--- src/rtl/sdram_arbit.sv ---
// -----------------------------------------------------------------------------
// sdram_arbit
// Command arbiter in front of the SDRAM pins. After the init sequence reports
// done, the bus is granted to one of the auto-refresh, write or read sub-blocks
// (fixed priority refresh > write > read). The granted block's command, bank
// and address are forwarded to the device pins. The grant enables are level
// signals that the sub-blocks sample in their own IDLE states.
//
// Ports
//   i_sysclk, i_sysrst_n            clock, asynchronous active-low reset
//   i_init_*                        init block: done level + command bus
//   i_aref_* / i_wr_* / i_rd_*      request level, done pulse, command bus
//   i_wr_sdram_en/_data             write data path from the write block
//   o_aref_en/o_wr_en/o_rd_en       grant enables (one-hot or all zero)
//   o_sdram_*                       device command/address/data pins
//   o_arb_err                       one-cycle pulse when a grant times out
// -----------------------------------------------------------------------------
module sdram_arbit #(
    parameter int GRANT_TIMEOUT = 1023
) (
    input  logic        i_sysclk,
    input  logic        i_sysrst_n,
    input  logic        i_init_done,
    input  logic [3:0]  i_init_cmd,
    input  logic [1:0]  i_init_ba,
    input  logic [12:0] i_init_addr,
    input  logic        i_aref_req,
    input  logic        i_aref_done,
    input  logic [3:0]  i_aref_cmd,
    input  logic [1:0]  i_aref_ba,
    input  logic [12:0] i_aref_addr,
    input  logic        i_wr_req,
    input  logic        i_wr_done,
    input  logic [3:0]  i_wr_cmd,
    input  logic [1:0]  i_wr_ba,
    input  logic [12:0] i_wr_addr,
    input  logic        i_wr_sdram_en,
    input  logic [15:0] i_wr_sdram_data,
    input  logic        i_rd_req,
    input  logic        i_rd_done,
    input  logic [3:0]  i_rd_cmd,
    input  logic [1:0]  i_rd_ba,
    input  logic [12:0] i_rd_addr,
    output logic        o_aref_en,
    output logic        o_wr_en,
    output logic        o_rd_en,
    output logic        o_sdram_cke,
    output logic        o_sdram_cs_n,
    output logic        o_sdram_ras_n,
    output logic        o_sdram_cas_n,
    output logic        o_sdram_we_n,
    output logic [1:0]  o_sdram_ba,
    output logic [12:0] o_sdram_addr,
    output logic [15:0] o_sdram_dq_out,
    output logic        o_sdram_dq_oe,
    output logic        o_arb_err
);

    localparam logic [3:0]  CMD_NOP  = 4'b0111;
    localparam logic [1:0]  BA_IDLE  = 2'b11;
    localparam logic [12:0] ADR_IDLE = 13'h1fff;
    localparam logic [9:0]  CNT_LAST = 10'(GRANT_TIMEOUT - 1);

    typedef enum logic [2:0] {
        ARB_INIT,
        ARB_IDLE,
        ARB_AREF,
        ARB_WRITE,
        ARB_READ
    } arb_state_t;

    arb_state_t  state_q, state_d;
    logic [9:0]  cnt_q, cnt_d;
    logic        err_q, err_d;
    logic        done_sel;

    always_ff @(posedge i_sysclk or negedge i_sysrst_n) begin
        if (!i_sysrst_n) begin
            state_q <= ARB_INIT;
            cnt_q   <= '0;
            err_q   <= 1'b0;
        end else begin
            state_q <= state_d;
            cnt_q   <= cnt_d;
            err_q   <= err_d;
        end
    end

    // Only the granted block's done pulse can close a grant.
    always_comb begin
        done_sel = 1'b0;
        case (state_q)
            ARB_AREF:  done_sel = i_aref_done;
            ARB_WRITE: done_sel = i_wr_done;
            ARB_READ:  done_sel = i_rd_done;
            default:   done_sel = 1'b0;
        endcase
    end

    always_comb begin
        state_d = state_q;
        cnt_d   = '0;
        err_d   = 1'b0;
        case (state_q)
            ARB_INIT: begin
                if (i_init_done) state_d = ARB_IDLE;
            end
            ARB_IDLE: begin
                if (i_aref_req)    state_d = ARB_AREF;
                else if (i_wr_req) state_d = ARB_WRITE;
                else if (i_rd_req) state_d = ARB_READ;
            end
            ARB_AREF, ARB_WRITE, ARB_READ: begin
                // Always pass through IDLE after a grant, so a sub-block that
                // has just returned to its IDLE never sees a stale enable.
                if (done_sel) begin
                    state_d = ARB_IDLE;
                end else if (cnt_q == CNT_LAST) begin
                    state_d = ARB_IDLE;
                    err_d   = 1'b1;
                end else begin
                    cnt_d = cnt_q + 10'd1;
                end
            end
            default: state_d = ARB_INIT;
        endcase
    end

    assign o_aref_en   = (state_q == ARB_AREF);
    assign o_wr_en     = (state_q == ARB_WRITE);
    assign o_rd_en     = (state_q == ARB_READ);
    assign o_sdram_cke = 1'b1;
    assign o_arb_err   = err_q;

    logic [3:0]  cmd_mux;
    logic [1:0]  ba_mux;
    logic [12:0] addr_mux;

    // While reset is held the pins show NOP rather than the init bus, even
    // though the state register already reads INIT.
    always_comb begin
        cmd_mux  = CMD_NOP;
        ba_mux   = BA_IDLE;
        addr_mux = ADR_IDLE;
        if (i_sysrst_n) begin
            case (state_q)
                ARB_INIT:  begin cmd_mux = i_init_cmd; ba_mux = i_init_ba; addr_mux = i_init_addr; end
                ARB_AREF:  begin cmd_mux = i_aref_cmd; ba_mux = i_aref_ba; addr_mux = i_aref_addr; end
                ARB_WRITE: begin cmd_mux = i_wr_cmd;   ba_mux = i_wr_ba;   addr_mux = i_wr_addr;   end
                ARB_READ:  begin cmd_mux = i_rd_cmd;   ba_mux = i_rd_ba;   addr_mux = i_rd_addr;   end
                default:   begin cmd_mux = CMD_NOP;    ba_mux = BA_IDLE;   addr_mux = ADR_IDLE;    end
            endcase
        end
    end

    assign o_sdram_cs_n  = cmd_mux[3];
    assign o_sdram_ras_n = cmd_mux[2];
    assign o_sdram_cas_n = cmd_mux[1];
    assign o_sdram_we_n  = cmd_mux[0];
    assign o_sdram_ba    = ba_mux;
    assign o_sdram_addr  = addr_mux;

    assign o_sdram_dq_oe  = (state_q == ARB_WRITE) & i_wr_sdram_en;
    assign o_sdram_dq_out = o_sdram_dq_oe ? i_wr_sdram_data : 16'd0;

endmodule
--- config.mk ---
export PLATFORM = sky130hd
export DESIGN_NAME = sdram_arbit
export DESIGN_NICKNAME = d
export VERILOG_FILES = /design/src/rtl/sdram_arbit.sv
export SDC_FILE = /design/constraint.sdc
export NUM_CORES = 1
export LEC_CHECK = 0
export BUFFER_PORTS_ARGS = -buffer_cell sky130_fd_sc_hd__buf_2
export CAP_MARGIN = 5
export CORE_AREA = 2 2 66 68
export CTS_BUF_LIST = sky130_fd_sc_hd__clkbuf_16
export DETAILED_ROUTE_END_ITERATION = 8
export DIE_AREA = 0 0 68 70
export PLACE_DENSITY_LB_ADDON = 0.05
export SYNTH_ARGS = -nofsm -noshare
export SYNTH_HDL_FRONTEND = slang
export SYNTH_SLANG_ARGS = --single-unit
--- constraint.sdc ---
create_clock -name i_sysclk -period 2.62 [get_ports i_sysclk]
set_clock_uncertainty 0.15 [all_clocks]
set_input_delay 0.131 -clock i_sysclk [delete_from_list [all_inputs] [get_ports i_sysclk]]
set_output_delay 0.131 -clock i_sysclk [all_outputs]
set_load 0.01 [all_outputs]
== Word-level counts from Yosys, hierarchy flattened ==
Cells that the tools add are included.
Cells by class
  $lt $le $gt $ge: 0
  add/sub/neg operators: 1
  divide/modulo/power cells: 0
  equality and inequality tests: 8
  reductions and logical operators: 3
  mux-type cells: 21
  bitwise logic cells: 1
  $mul: 0
  shift-type cells: 0
Operators with widths (count)
  $pmux W13 S4: 1
  $mux W10: 3
  $mux W3: 6
  $mux W16: 1
  $pmux W4 S4: 1
  $mux W13: 1
  $add A10 B1 Y10 const B: 1
  $eq A10 B10 Y1 const B: 1
  $pmux W3 S3: 1
  $pmux W2 S4: 1
  $eq A3 B2 Y1 const B: 2
  $mux W4: 1
  $ne A4 B4 Y1 const B: 1
  $eq A3 B1 Y1 const B: 1
  $eq A3 B3 Y1 const B: 1
  $logic_not A3 Y1: 1
  $mux W1: 3
  $ne A3 B3 Y1 const B: 1
  $pmux W1 S3: 1
  $reduce_and A3 Y1: 1
  $reduce_or A3 Y1: 1
  $mux W2: 1
  $ne A2 B2 Y1 const B: 1
  $and A1 B1 Y1: 1
Storage, ports and cells
  memory bits (read-only): 0
  input bits: 102
  logic and storage cells: 37
  memory bits (writable): 0
  latch bits: 0
  bits in registers: 14
  memories kept: 0
  output and inout bits: 41

== Logic depth before layout (Yosys ltp) ==
  depth after elaboration: 4
  gate-level depth with buffers: 7
  depth with buffers taken out: 6

== Worst setup path after synthesis ==
Ideal clock, no wire load.
  path type: flip-flop to flip-flop
  from: reg cnt_q[0]
  to: reg state_q[1]
  setup time: 0.118 ns
  arrival time: 1.567 ns
  stages on the path, launching flop included: 7
  clock period less this slack: 1.835 ns
  setup slack: 0.785 ns
  path buffers: 0
  required time: 2.352 ns
  path through: dfrtp_1 inv_1 ha_1 nand4_1 or3_4 a221o_1 a21o_1
Between the ends
  word-level cells in the longest chain between the ends: 3
Ends and longest elaborated chain
  start, declared: line 73  | logic [9:0] cnt_q, cnt_d;
  start signal, assigned: line 84  | cnt_q <= cnt_d;
  $eq A10 B10 Y1: line 118  | end else if (cnt_q == CNT_LAST) begin
  $ne A3 B3 Y1 (no line)
  $reduce_and A3 Y1 (no line)
  end signal, assigned: line 83  | state_q <= state_d;
  end, declared: line 72  | arb_state_t state_q, state_d;
No other way between the ends.
A chain may end at the register's enable or synchronous reset.

== Worst setup path after layout ==
  from: reg state_q[1]
  to: out o_sdram_addr[4]
Between the ends
  word-level cells in the longest chain between the ends: 3
Ends and longest elaborated chain
  $eq A3 B3 Y1 (tied with other cells): line 146  | case (state_q)
  $pmux W13 S4 *: line 146
  $mux W13 *: line 145  | if (i_sysrst_n) begin
  end, declared: line 53  | output logic [12:0] o_sdram_addr,
Every way passes the cells marked *; elsewhere a longest branch is shown, timed or not.

==> impl_metrics.py <==
metrics = {
    "sta": {
        "hold_viol": 0,
        "slew_violations": 0,
        "min_period_over_period_pct": 89.1,
        "rsz0062_at_grt": "false",
        "fin_crit_ns": 2.33,
        "tightest_slew_ns": 0.635,
        "fin_tns_setup_ns": 0,
        "max_freq_ghz": 0.428,
        "slew_headroom_pct": 57.6,
        "timing.final.ws_setup_ns": 0.286,
        "setup_viol": 0,
    },
    "grt": {
        "grt_max_degree": 34,
        "overflow": 0,
        "antenna_found_initial": 0,
        "grt_usage_pct": 19.9,
        "grt_pass1_vias": 1716,
        "grt_pass1_wl_um": 7580,
    },
    "worst_setup_path": {
        "cp_max_fo": 14,
        "end_kind": "output pin",
        "start_kind": "register",
        "reg2reg_from": "state_q[1]",
        "crit_slowest_cell": "dfrtp_1",
        "worstPathRequired_ns": 2.34,
        "worst_path_largest_cell_delay_ns": 0.56,
        "critical_path_arrival_ns": 2.05,
        "cp_cell_sequence": "or3b_1 -> clkinv_1 -> a22oi_1 -> nand3_1 -> buf_2",
        "cp-startpoint": "state_q[1]",
        "critPathKind": "register to output pin",
    },
    "finish": {
        "area_growth_syn_to_layout_pct": 56.5,
        "multi_input_area_sq_mm": 0.00102,
        "drive_above_1_share_pct": 45.4,
        "insertedDiodeCount": 0,
        "stdcell_count": 391,
        "nFillCells": 414,
        "register_area_sq_um": 350,
        "fin_nets": 444,
    },
    "logic_synthesis": {
        "synth-async-reset-ratio_pct": 100,
        "avgSynthCellArea_sq_um": 7.11,
        "syn_inst": 205,
        "ys_top_cells_by_count": "nor2_1 (21), nand3_1 (20), o21ai_0 (20)",
        "synthTopCellsByArea": "dfrtp_1 (24%), and3_1 (6.9%), nand3_1 (6.9%)",
        "yosysMostFrequentCell": "nor2_1",
        "ys.flop_type": "dfrtp_1",
        "synth-seq-cells": 14,
        "synth_largest_area_cell": "dfrtp_1",
        "synth_edf_count": 0,
        "syn_area_sq_mm": 0.00146,
        "syn_nets": 309,
        "ys_seq_area_share_pct": 24.0,
        "synth.distinct_cells": 39,
        "synth_top_area_share_pct": 24.0,
        "yosysWarnings": 0,
    },
    "cts": {
        "clkSinkCount": 14,
        "clock_latency_ns": 0.24,
        "htreeDepth": 1,
        "cts_tree": "built",
        "cts_buffer_depth": 2,
        "cts_buffers": 3,
        "clockRootBuffer": "clkbuf_16",
        "clk_pin_slew_ns": 0.05,
    },
    "power": {
        "power_mw": 1.69,
        "vdd_drop_max_mv": 0.417,
        "p_leak_nw": 1.21,
        "power_density_mw_per_mm2": 740,
    },
    "min_path": {
        "min_from": "i_aref_req",
        "hold_class": "input pin to register",
    },
    "routing": {
        "dr.pass1.iters": 4,
        "drcViolationCount": 0,
        "ant_nets": 0,
        "routedWlPerCell_um": 12.8,
        "vias_per_cell": 5.07,
        "drtIter0Drc": 49,
        "routed_wl_um": 5000,
        "via_count": 1981,
    },
    "floorplan": {
        "fp.dieH_um": 70,
        "core-area_sq_mm": 0.00414,
        "dieArea_sq_mm": 0.00476,
        "ios": 143,
        "start_util_pct": 35.2,
        "die_w_um": 68,
        "std_cell_rows": 24,
    },
    "place": {
        "pre_cts_ws_ns": 0.554,
        "dp_hpwl_um": 3930,
        "dp_cells": 386,
        "place.gp.congestion": 0.776,
        "numPortBuffers": 141,
    },
    "status": {
        "status": "finished clean",
    },
    "flow_run": {
        "drv_cap": 0,
    },
}
[stage by stage]
step / instance area [sq um] / utilization [%] / hold slack, ns
3_5_place_dp: 2190 / 52.9 / 0.0292
3_3_place_gp: 2190 / 52.9 / 0.0366
4_1_cts: 2280 / 55.0 / 0.0613
6_report: 2280 / 55.0 / 0.0609
2_1_floorplan: 1460 / - / -0.315
5_1_grt: 2280 / 55.0 / 0.0845
[cell families after synthesis]
group	count (synthesis)	share of synthesized area [%]
muxes	4	3.00
AOI/OAI and AO/OA	58	26.6
other	1	0.257
xor gates and xnor gates	8	4.81
adders and majority gates	2	1.72
buffers and inverters	21	5.84
and+or+nand+nor	97	33.7
DFF	14	24.0
[where the power goes]
group          switching [mW]  internal, mW
clock                  0.0833         0.201
combinational           0.613         0.478
sequential             0.0684         0.245
total                   0.764         0.924
[worst max-delay path, delay by kind of cell (launching register included)]
family                 cells  cell delay, ns
DFF                        1            0.56
buffers and inverters      2            0.50
and+or+nand+nor            2            0.47
AOI/OAI and AO/OA          1            0.28
[layout by cell type, fill, tap and decap left out, drive strengths merged, types with 2 or more instances in the layout]
cell type  instances
xor2               3
buf              145
clkbuf             3
a22oi             12
o2111ai            2
nor3b              2
o2bb2ai            6
o21ai             20
a21oi              4
mux2               3
nor2              21
nor2b              4
and3              16
o22ai              8
clkinv             2
nand3             20
nor3               4
nand2b             4
nand4              2
ha                 2
inv                4
dfrtp             14
xnor2              5
nand2             19
o22a               3
[state kept, by name, indices dropped and copies added, names as in the netlist]
register   flops
state_q        3
o_arb_err      1
cnt_q         10
[layer usage]
metal / GRT usage, % / share of wire (%) / routed length [um] / vias to the layer above
li1: - / - / - / 1013
met1: 24.5 / 42 / 2080 / 871
met2: 35.1 / 48 / 2390 / 91
met3: 3.70 / 9.4 / 471 / 6
met4: 4.22 / 1.2 / 62 / 0
met5: 0 / 0 / 0 / -
[layout make-up]
| cell class | count | share of cell area (%) |
|---|---|---|
| well taps | 52 | 2.85 |
| clock buffers | 3 | 3.29 |
| clock inverters | 1 | 0.165 |
| repair buffers | 146 | 32.7 |
| inverters | 5 | 0.823 |
| multi-input cells | 170 | 44.8 |
| flip-flops and latches | 14 | 15.4 |
[repair_timing]
action / 4_1_cts / 5_1_grt
hold buffers: 1 / 0
gates resized for setup: 0 / 0
hold endpoints to repair: 14 / 0
setup buffers: 0 / 0
[path summary, 6_finish.rpt]
check	cells after the start	slack (ns)	endpoint
worst max-delay path	5	0.29	o_sdram_addr[4]
worst min-delay path	4	0.06	state_q[2]
worst max register to register	4	0.60	state_q[2]
worst min register to register	1	0.36	cnt_q[0]
max in group asynchronous	2	1.59	cnt_q[9]
min in group asynchronous	2	0.32	cnt_q[5]
Note: power is estimated with default switching activity, not from simulation.
